$ cat config.mk
export PLATFORM = sky130hd
export DESIGN_NAME = uart_rx_fifo
export DESIGN_NICKNAME = d
export VERILOG_FILES = /design/src/rtl/uart_rx_fifo.sv
export SDC_FILE = /design/constraint.sdc
export NUM_CORES = 1
export LEC_CHECK = 0
export ABC_AREA = 1
export CORE_MARGIN = 2
export CORE_UTILIZATION = 45
export CTS_CLUSTER_DIAMETER = 40
export DETAILED_ROUTE_END_ITERATION = 12
export PLACE_DENSITY_LB_ADDON = 0.1
export SETUP_SLACK_MARGIN = 0.3
export SYNTH_ARGS = -nofsm -noshare
export SYNTH_HDL_FRONTEND = slang
export SYNTH_SLANG_ARGS = --single-unit
$ cat constraint.sdc
create_clock -name clk_100mhz -period 3.4 [get_ports clk_100mhz]
set_clock_uncertainty 0.15 [all_clocks]
set_input_delay 0.68 -clock clk_100mhz [delete_from_list [all_inputs] [get_ports clk_100mhz]]
set_output_delay 0.68 -clock clk_100mhz [all_outputs]
set_load 0.01 [all_outputs]
$ cat src/rtl/uart_rx_fifo.sv
// 8N1 oversampling UART receiver feeding a first-word-fall-through byte FIFO.
// Bytes leave on a valid/ready stream; uart_rtsn throttles the host bridge.
module uart_rx_fifo #(
  parameter int CLK_FREQ      = 100000000,
  parameter int BAUD          = 115200,
  parameter int OVERSAMPLE    = 16,
  parameter int FIFO_DEPTH    = 16,
  parameter int RTS_THRESHOLD = 12
) (
  input  logic                          clk_100mhz,
  input  logic                          resetn,
  input  logic                          uart_rxd,
  output logic                          uart_rtsn,
  output logic [7:0]                    m_data,
  output logic                          m_valid,
  input  logic                          m_ready,
  output logic [$clog2(FIFO_DEPTH):0]   fifo_count,
  output logic                          frame_err,
  output logic                          overrun
);

  localparam int AW  = $clog2(FIFO_DEPTH);
  localparam int CW  = AW + 1;
  localparam int SPB = BAUD * OVERSAMPLE;
  localparam int DIV = (CLK_FREQ + SPB / 2) / SPB;
  localparam int DW  = (DIV > 1) ? $clog2(DIV) : 1;
  localparam int TW  = $clog2(OVERSAMPLE);

  localparam logic [TW-1:0] T_HALF = TW'(OVERSAMPLE / 2 - 1);
  localparam logic [TW-1:0] T_LAST = TW'(OVERSAMPLE - 1);

  typedef enum logic [1:0] {IDLE, START, DATA, STOP} state_t;

  logic          rx_m, rx_s;
  logic [DW-1:0] dcnt;
  logic          tick;

  state_t        state, state_n;
  logic [TW-1:0] tcnt, tcnt_n;
  logic [2:0]    bcnt, bcnt_n;
  logic [7:0]    shift, shift_n;
  logic          armed, armed_n;
  logic          push_req, ferr;

  logic [7:0]    mem [FIFO_DEPTH];
  logic [AW-1:0] wptr, rptr;
  logic [CW-1:0] count_n;
  logic          full, push, pop;

  always_ff @(posedge clk_100mhz or negedge resetn) begin
    if (!resetn) begin
      rx_m <= 1'b1;
      rx_s <= 1'b1;
    end else begin
      rx_m <= uart_rxd;
      rx_s <= rx_m;
    end
  end

  assign tick = (dcnt == DW'(DIV - 1));

  always_ff @(posedge clk_100mhz or negedge resetn) begin
    if (!resetn) dcnt <= '0;
    else         dcnt <= tick ? '0 : dcnt + 1'b1;
  end

  always_ff @(posedge clk_100mhz or negedge resetn) begin
    if (!resetn) begin
      state <= IDLE;
      tcnt  <= '0;
      bcnt  <= '0;
      shift <= '0;
      armed <= 1'b1;
    end else begin
      state <= state_n;
      tcnt  <= tcnt_n;
      bcnt  <= bcnt_n;
      shift <= shift_n;
      armed <= armed_n;
    end
  end

  // armed drops on a bad stop bit so a held-low line cannot restart a frame
  always_comb begin
    state_n  = state;
    tcnt_n   = tcnt;
    bcnt_n   = bcnt;
    shift_n  = shift;
    armed_n  = armed;
    push_req = 1'b0;
    ferr     = 1'b0;
    if (tick) begin
      unique case (state)
        IDLE: begin
          if (rx_s) begin
            armed_n = 1'b1;
          end else if (armed) begin
            tcnt_n  = '0;
            state_n = START;
          end
        end
        START: begin
          if (tcnt == T_HALF) begin
            tcnt_n  = '0;
            bcnt_n  = '0;
            state_n = rx_s ? IDLE : DATA;
          end else begin
            tcnt_n = tcnt + 1'b1;
          end
        end
        DATA: begin
          if (tcnt == T_LAST) begin
            tcnt_n        = '0;
            shift_n[bcnt] = rx_s;
            bcnt_n        = bcnt + 3'd1;
            if (bcnt == 3'd7) state_n = STOP;
          end else begin
            tcnt_n = tcnt + 1'b1;
          end
        end
        STOP: begin
          if (tcnt == T_LAST) begin
            state_n = IDLE;
            tcnt_n  = '0;
            if (rx_s) begin
              push_req = 1'b1;
            end else begin
              ferr    = 1'b1;
              armed_n = 1'b0;
            end
          end else begin
            tcnt_n = tcnt + 1'b1;
          end
        end
        default: state_n = IDLE;
      endcase
    end
  end

  assign m_valid = (fifo_count != '0);
  assign m_data  = m_valid ? mem[rptr] : 8'h00;
  assign full    = (fifo_count == CW'(FIFO_DEPTH));
  assign pop     = m_valid && m_ready;
  assign push    = push_req && (!full || pop);
  assign count_n = fifo_count + CW'(push) - CW'(pop);

  always_ff @(posedge clk_100mhz) begin
    if (push) mem[wptr] <= shift;
  end

  always_ff @(posedge clk_100mhz or negedge resetn) begin
    if (!resetn) begin
      wptr       <= '0;
      rptr       <= '0;
      fifo_count <= '0;
      uart_rtsn  <= 1'b1;
      frame_err  <= 1'b0;
      overrun    <= 1'b0;
    end else begin
      if (push) wptr <= wptr + 1'b1;
      if (pop)  rptr <= rptr + 1'b1;
      fifo_count <= count_n;
      uart_rtsn  <= (count_n >= CW'(RTS_THRESHOLD));
      frame_err  <= ferr;
      overrun    <= push_req && !push;
    end
  end

endmodule

After elaboration in Yosys (flattened, before gate mapping)
Memories as Yosys holds them, arrays and structs flattened.
Index checks and enable logic that the tools add are counted.
- logic and storage cells: 93
- bits in registers: 42
- memories kept: 1
- memory bits (writable): 128
- memory list (name ; words ; bits a word ; rd ports ; clocked after Yosys merged registers in ; write ports ; line ; text):
    mem ; 16 ; 8 ; 1 ; 0 ; 1 ; 45 ; logic [7:0] mem [FIFO_DEPTH];
- equal/unequal tests: 16
- order comparisons: 3
- add/subtract/negate cells: 7
- reductions and logical operators: 17
- mux-type cells: 35
- operator list (kind ; count):
    $mux 4 ; 4
    $ne 2x2->1 const B ; 8
    $mux 1 ; 14
    $mux 2 ; 7
    $add 4x1->4 const B ; 3
    $pmux 4 s3 ; 1
    $bwmux 8 ; 1
    $mux 8 ; 1
    $pmux 2 s4 ; 1
    $reduce_and 7->1 ; 1
    $add 6x1->6 const B ; 1
    $eq 6x6->1 const B ; 1
    $mux 3 ; 2
    $mux 6 ; 1
    $pmux 3 s2 ; 1
    $reduce_and 3->1 ; 2
    $add 5x1->5 ; 1
    $eq 5x5->1 const B ; 1
    $ge 5x4->1 const B ; 1
    $reduce_and 5->1 ; 1
    $reduce_bool 5->1 ; 1
    $sub 5x1->5 ; 1
    $eq 2x2->1 const B ; 2
    $eq 4x3->1 const B ; 1
    other kinds (15) ; 20

Longest topological paths before layout
- word-level depth: 8
- depth in mapped cells: 16

Worst setup path before layout
Ideal clock, no wire load.
- path kind: flip-flop to flip-flop
- start point: register fifo_count[3]
- end point: register fifo_count[4]
- path buffers: 0
- library setup time: 121 ps
- required time: 3129 ps
- cell stages (with the launch flop): 15
- setup slack: 656 ps
- arrival time: 2473 ps
- cell sequence: dfrtp_1 inv_1 ha_1 nor3b_1 nand2_1 nand2_1 inv_1 ha_1 inv_1 ha_1 fa_1 a21oi_1 o21bai_1 xor2_1 inv_1
- cells in the longest elaborated chain, start to end: 6
- elaborated cells between the ends (all ways): 8
- ends and longest elaborated chain (what ; line ; text):
    start: declaration ; 17 ; output logic [$clog2(FIFO_DEPTH):0] fifo_count,
    start signal: assignment ; 162 ; fifo_count <= count_n;
    $reduce_bool 5->1 (*) ; 140 ; assign m_valid = (fifo_count != '0);
    net m_valid ; 15 ; output logic m_valid,
    $logic_and 1x1->1 (*) ; 143 ; assign pop = m_valid && m_ready;
    net pop ; 48 ; logic full, push, pop;
    $logic_or 1x1->1 ; 144 ; assign push = push_req && (!full || pop);
    $logic_and 1x1->1 ; 144 ;
    $add 5x1->5 ; 145 ; assign count_n = fifo_count + CW'(push) - CW'(pop);
    $sub 5x1->5 (*) ; 145 ;
    net count_n[4] ; 47 ; logic [CW-1:0] count_n;
Mark *: on every way through the listed nets, which the timed path passes. The rest lies on a longest branch.
A chain may end at the register's enable or synchronous reset.

Worst setup path in the final report
- start point: register rptr[2]
- end point: output m_data[0]
- cells in the longest elaborated chain, start to end: 2
- ends and longest elaborated chain (what ; line ; text):
    start: declaration ; 46 ; logic [AW-1:0] wptr, rptr;
    start signal: assignment ; 161 ; if (pop) rptr <= rptr + 1'b1;
    $mem_v2 16x8 ; - ;
    $mux 8 ; 141 ; assign m_data = m_valid ? mem[rptr] : 8'h00;
    end: declaration ; 14 ; output logic [7:0] m_data,
No other way between the ends.

==> impl_results.md <==
* Setup TNS at 0 ns
* Vias in the first global route at 4784
* Routability cong. at 0.801
* EDFF count, synth at 128
* Mux cell area share after synthesis at 0%
* Max cap viols at 0
* Critical Path RT at 2.57 ns
* Grt ovf at 0
* Clock sinks at 170
* CTS tree: built
* Post-Synth Simple-Gate Area at 22.5%
* Cell accounting for the most synthesized area: edfxtp_1
* Largest net degree at the start of global routing at 48
* Synth top cells by count: 221 x nand2_1, 128 x edfxtp_1, 106 x nand3_1
* Antenna cell count at 0
* FF-to-FF End: fifo_count[4]
* Relative max-transition margin at 38.0%
* Post-synth cell types at 38
* Synth Area in Compound Gates at 2.96%
* Hold Startpoint: rx_m
* Worst Reg2Reg Path Length in Cells at 14
* Fin crit period at 3.00 ns
* Footprint of the multi-input gates at 2200 µm²
* Post-Synthesis Cells at 692
* Leak at 3.57 nW
* Number of port buffers at 20
* Post-Synth XOR/XNOR Area at 1.18%
* WL/cell at 17.1 µm
* First-pass GRT wire length at 25.9 mm
* Post-Syn Nets at 713
* Top cell type's share of synthesized area at 51.9%
* Slowest stage delay, CP at 0.53 ns
* Synth Register Bits at 170
* Area after DPL at 7940 µm²
* Max Root-Sink Buffers at 2
* Status: complete, no violations
* Worst path cell trace: clkinv_1 -> nand3_1 -> nand2_1 -> nand2_1 -> a21oi_1 -> dlygate4sd2_1
* Hold depth at 0
* Slowest stage cell, crit path: clkinv_1
* Top post-synthesis cells by area: edfxtp_1 52%, dfrtp_1 13%, nand2_1 11%, nand3_1 7.2%, ha_1 2.7%
* Hold WC Path Type: reg2reg
* GRT Resource Usage Total at 19.6%
* Die area at 17500 µm²
* Final period utilization at 88.1%
* Die X at 132 µm
* Filler cell count at 1504
* Peak VDD IR at 536 µV
* Layout cells sized above 1 at 9.73%
* CTS HTree Levels at 4
* CTS buffer count at 17
* R2R Setup Slk at 0.55 ns
* Latest clock arrival within the worst-skew pair at 0.43 ns
* Synthesized-area fraction occupied by adder cells at 2.97%
* Most used cell, CP: nand2_1
* Post-CTS Setup Bufs at 0
* Worst-margin pin slew at 0.930 ns
* Startpoint Class: register
* Antenna-violating nets left at 0
* Total count of hold-check failures in the final report at 0
* Die Ht at 132 µm
* Synth warnings at 0
* DRC viols at 0
* Reg area at 4900 µm²
* Crit Path Category: reg2out
* Power density over the cells at 719 nW/µm²
* Vias at 4955
* Initial antenna violation count at 0
* Detailed Route WL at 16.4 mm
* Layout area overhead at 16.3%
* # IOs at 21
* Setup crit end kind: primary output
* Site Rows at 46
* Root Buffer Master: clkbuf_16
* Post-route cell area at 8610 µm²
* Reg clk slew, reported paths at 0.06 ns
* Post-CTS Hold Buffers at 0
* Worst-path maximum fanout at 17
* Number of vias per cell at 5.18
* Overall Power at 0.00620 W
* Final Core Density at 53.8%
* Most frequent cell after synthesis: nand2_1
* Worst R2R Start: fifo_count[2]
* Post-DP HPWL at 10.3 mm
* Post-synthesis sequential area ratio at 66.2%
* Max Fclk at 0.334 GHz
* RSZ-0062 raised after global routing: yes
* Hold WS at 0.213 ns
* Arr. time, crit path at 2.17 ns
* Slew Viols, Final at 0
* Asr flop ratio synth at 24.7%
* CORE AREA at 16000 µm²
* Mapped Area at 7400 µm²
* Ys flop type: edfxtp_1
* Hold Path Sink: rx_s
* Syn_area_per_cell at 10.7 µm²
* Endpoints failing setup at 0
* Initial core utilization at 46.3%
* TritonRoute pass-1 iters at 5
* DR iter-0 viols at 432
* Largest family of logic cells by synthesized area: simple AND/OR/NAND/NOR gates
* Final nets at 748
placed cells by master (no fill, tap or decap), types with 2 or more instances in the layout:
cell,n
clkinv_2,2
clkdlybuf4s15_1,2
xor2_1,9
nand3_1,106
bufinv_16,5
edfxtp_1,128
clkbuf_1,2
buf_12,3
ha_1,16
nor2_1,25
nand2_1,221
nor3_1,15
a21oi_1,15
clkinv_1,3
nand4_1,2
clkdlybuf4s50_1,11
dlygate4sd2_1,5
buf_4,20
dfstp_2,4
inv_1,38
and2_1,3
dfrtp_1,37
clkinv_4,4
clkbuf_16,17
o21ai_0,20
o21ai_1,4
layout make-up:
type / instances / area share (%)
clock buffer: 20 / 5.19
multi-input combinational: 451 / 25.5
clock inverter: 12 / 2.29
inverter: 43 / 2.02
sequential: 170 / 56.9
tap: 216 / 3.14
timing repair buffer: 44 / 4.95
critical path: cells and delay by family (launching register included):
family / cells / cell delay (ns)
buf+inv: 2 / 0.84
simple gates: 3 / 0.44
flops: 1 / 0.34
compound gates: 1 / 0.10
layer usage:
| metal | GRT usage, % | vias to the layer above | share of wire (%) |
|---|---|---|---|
| li1 | - | 2425 | - |
| met2 | 30.8 | 115 | 47 |
| met4 | 7.41 | 0 | 1.7 |
| met3 | 3.58 | 20 | 4.2 |
| met5 | 0 | - | 0 |
| met1 | 27.3 | 2395 | 47 |
per-stage QoR:
| stage | std cells | worst slack, ns |
|---|---|---|
| 2_1_floorplan | 692 | 0.656 |
| 3_3_place_gp | 923 | 0.299 |
| 3_5_place_dp | 923 | 0.287 |
| 4_1_cts | 956 | 0.368 |
| 5_1_grt | 956 | 0.280 |
| 6_report | 956 | 0.404 |
power by group:
part	switching (W)	internal, W
clock network	0.000790	0.00132
registers	0.0000735	0.00229
logic	0.00108	0.000644
how the worst max path moves through the flow:
stage,startpoint,endpoint,slack [ns],cells past startpoint
2_1_floorplan,fifo_count[3],fifo_count[4],0.66,14
3_3_place_gp,m_ready,fifo_count[4],0.30,12
3_5_place_dp,m_ready,fifo_count[4],0.29,12
4_1_cts,fifo_count[2],m_data[7],0.37,7
5_1_grt,rptr[2],m_data[7],0.28,6
6_report,rptr[2],m_data[0],0.40,6
cell families after synthesis:
logic type / Yosys count
DFF: 170
and+or+nand+nor: 382
AOI/OAI and AO/OA: 42
buffers and inverters: 71
xor gates and xnor gates: 10
adders and majority gates: 17
state kept, by name, indices dropped and copies added (netlist names), 3 cells and up, named ones only:
| register | count |
|---|---|
| wptr | 4 |
| fifo_count | 5 |
| bcnt | 3 |
| tcnt | 4 |
| rptr | 4 |
| shift | 8 |
| mem | 128 |
| dcnt | 6 |
repair_timing:
item                                    CTS  global route
endpoints found under the setup margin    8            10
endpoints found under the hold margin     0             0
resized for setup                        11             5
gates cloned                              1             0
Note: power is estimated with default switching activity, not from simulation.
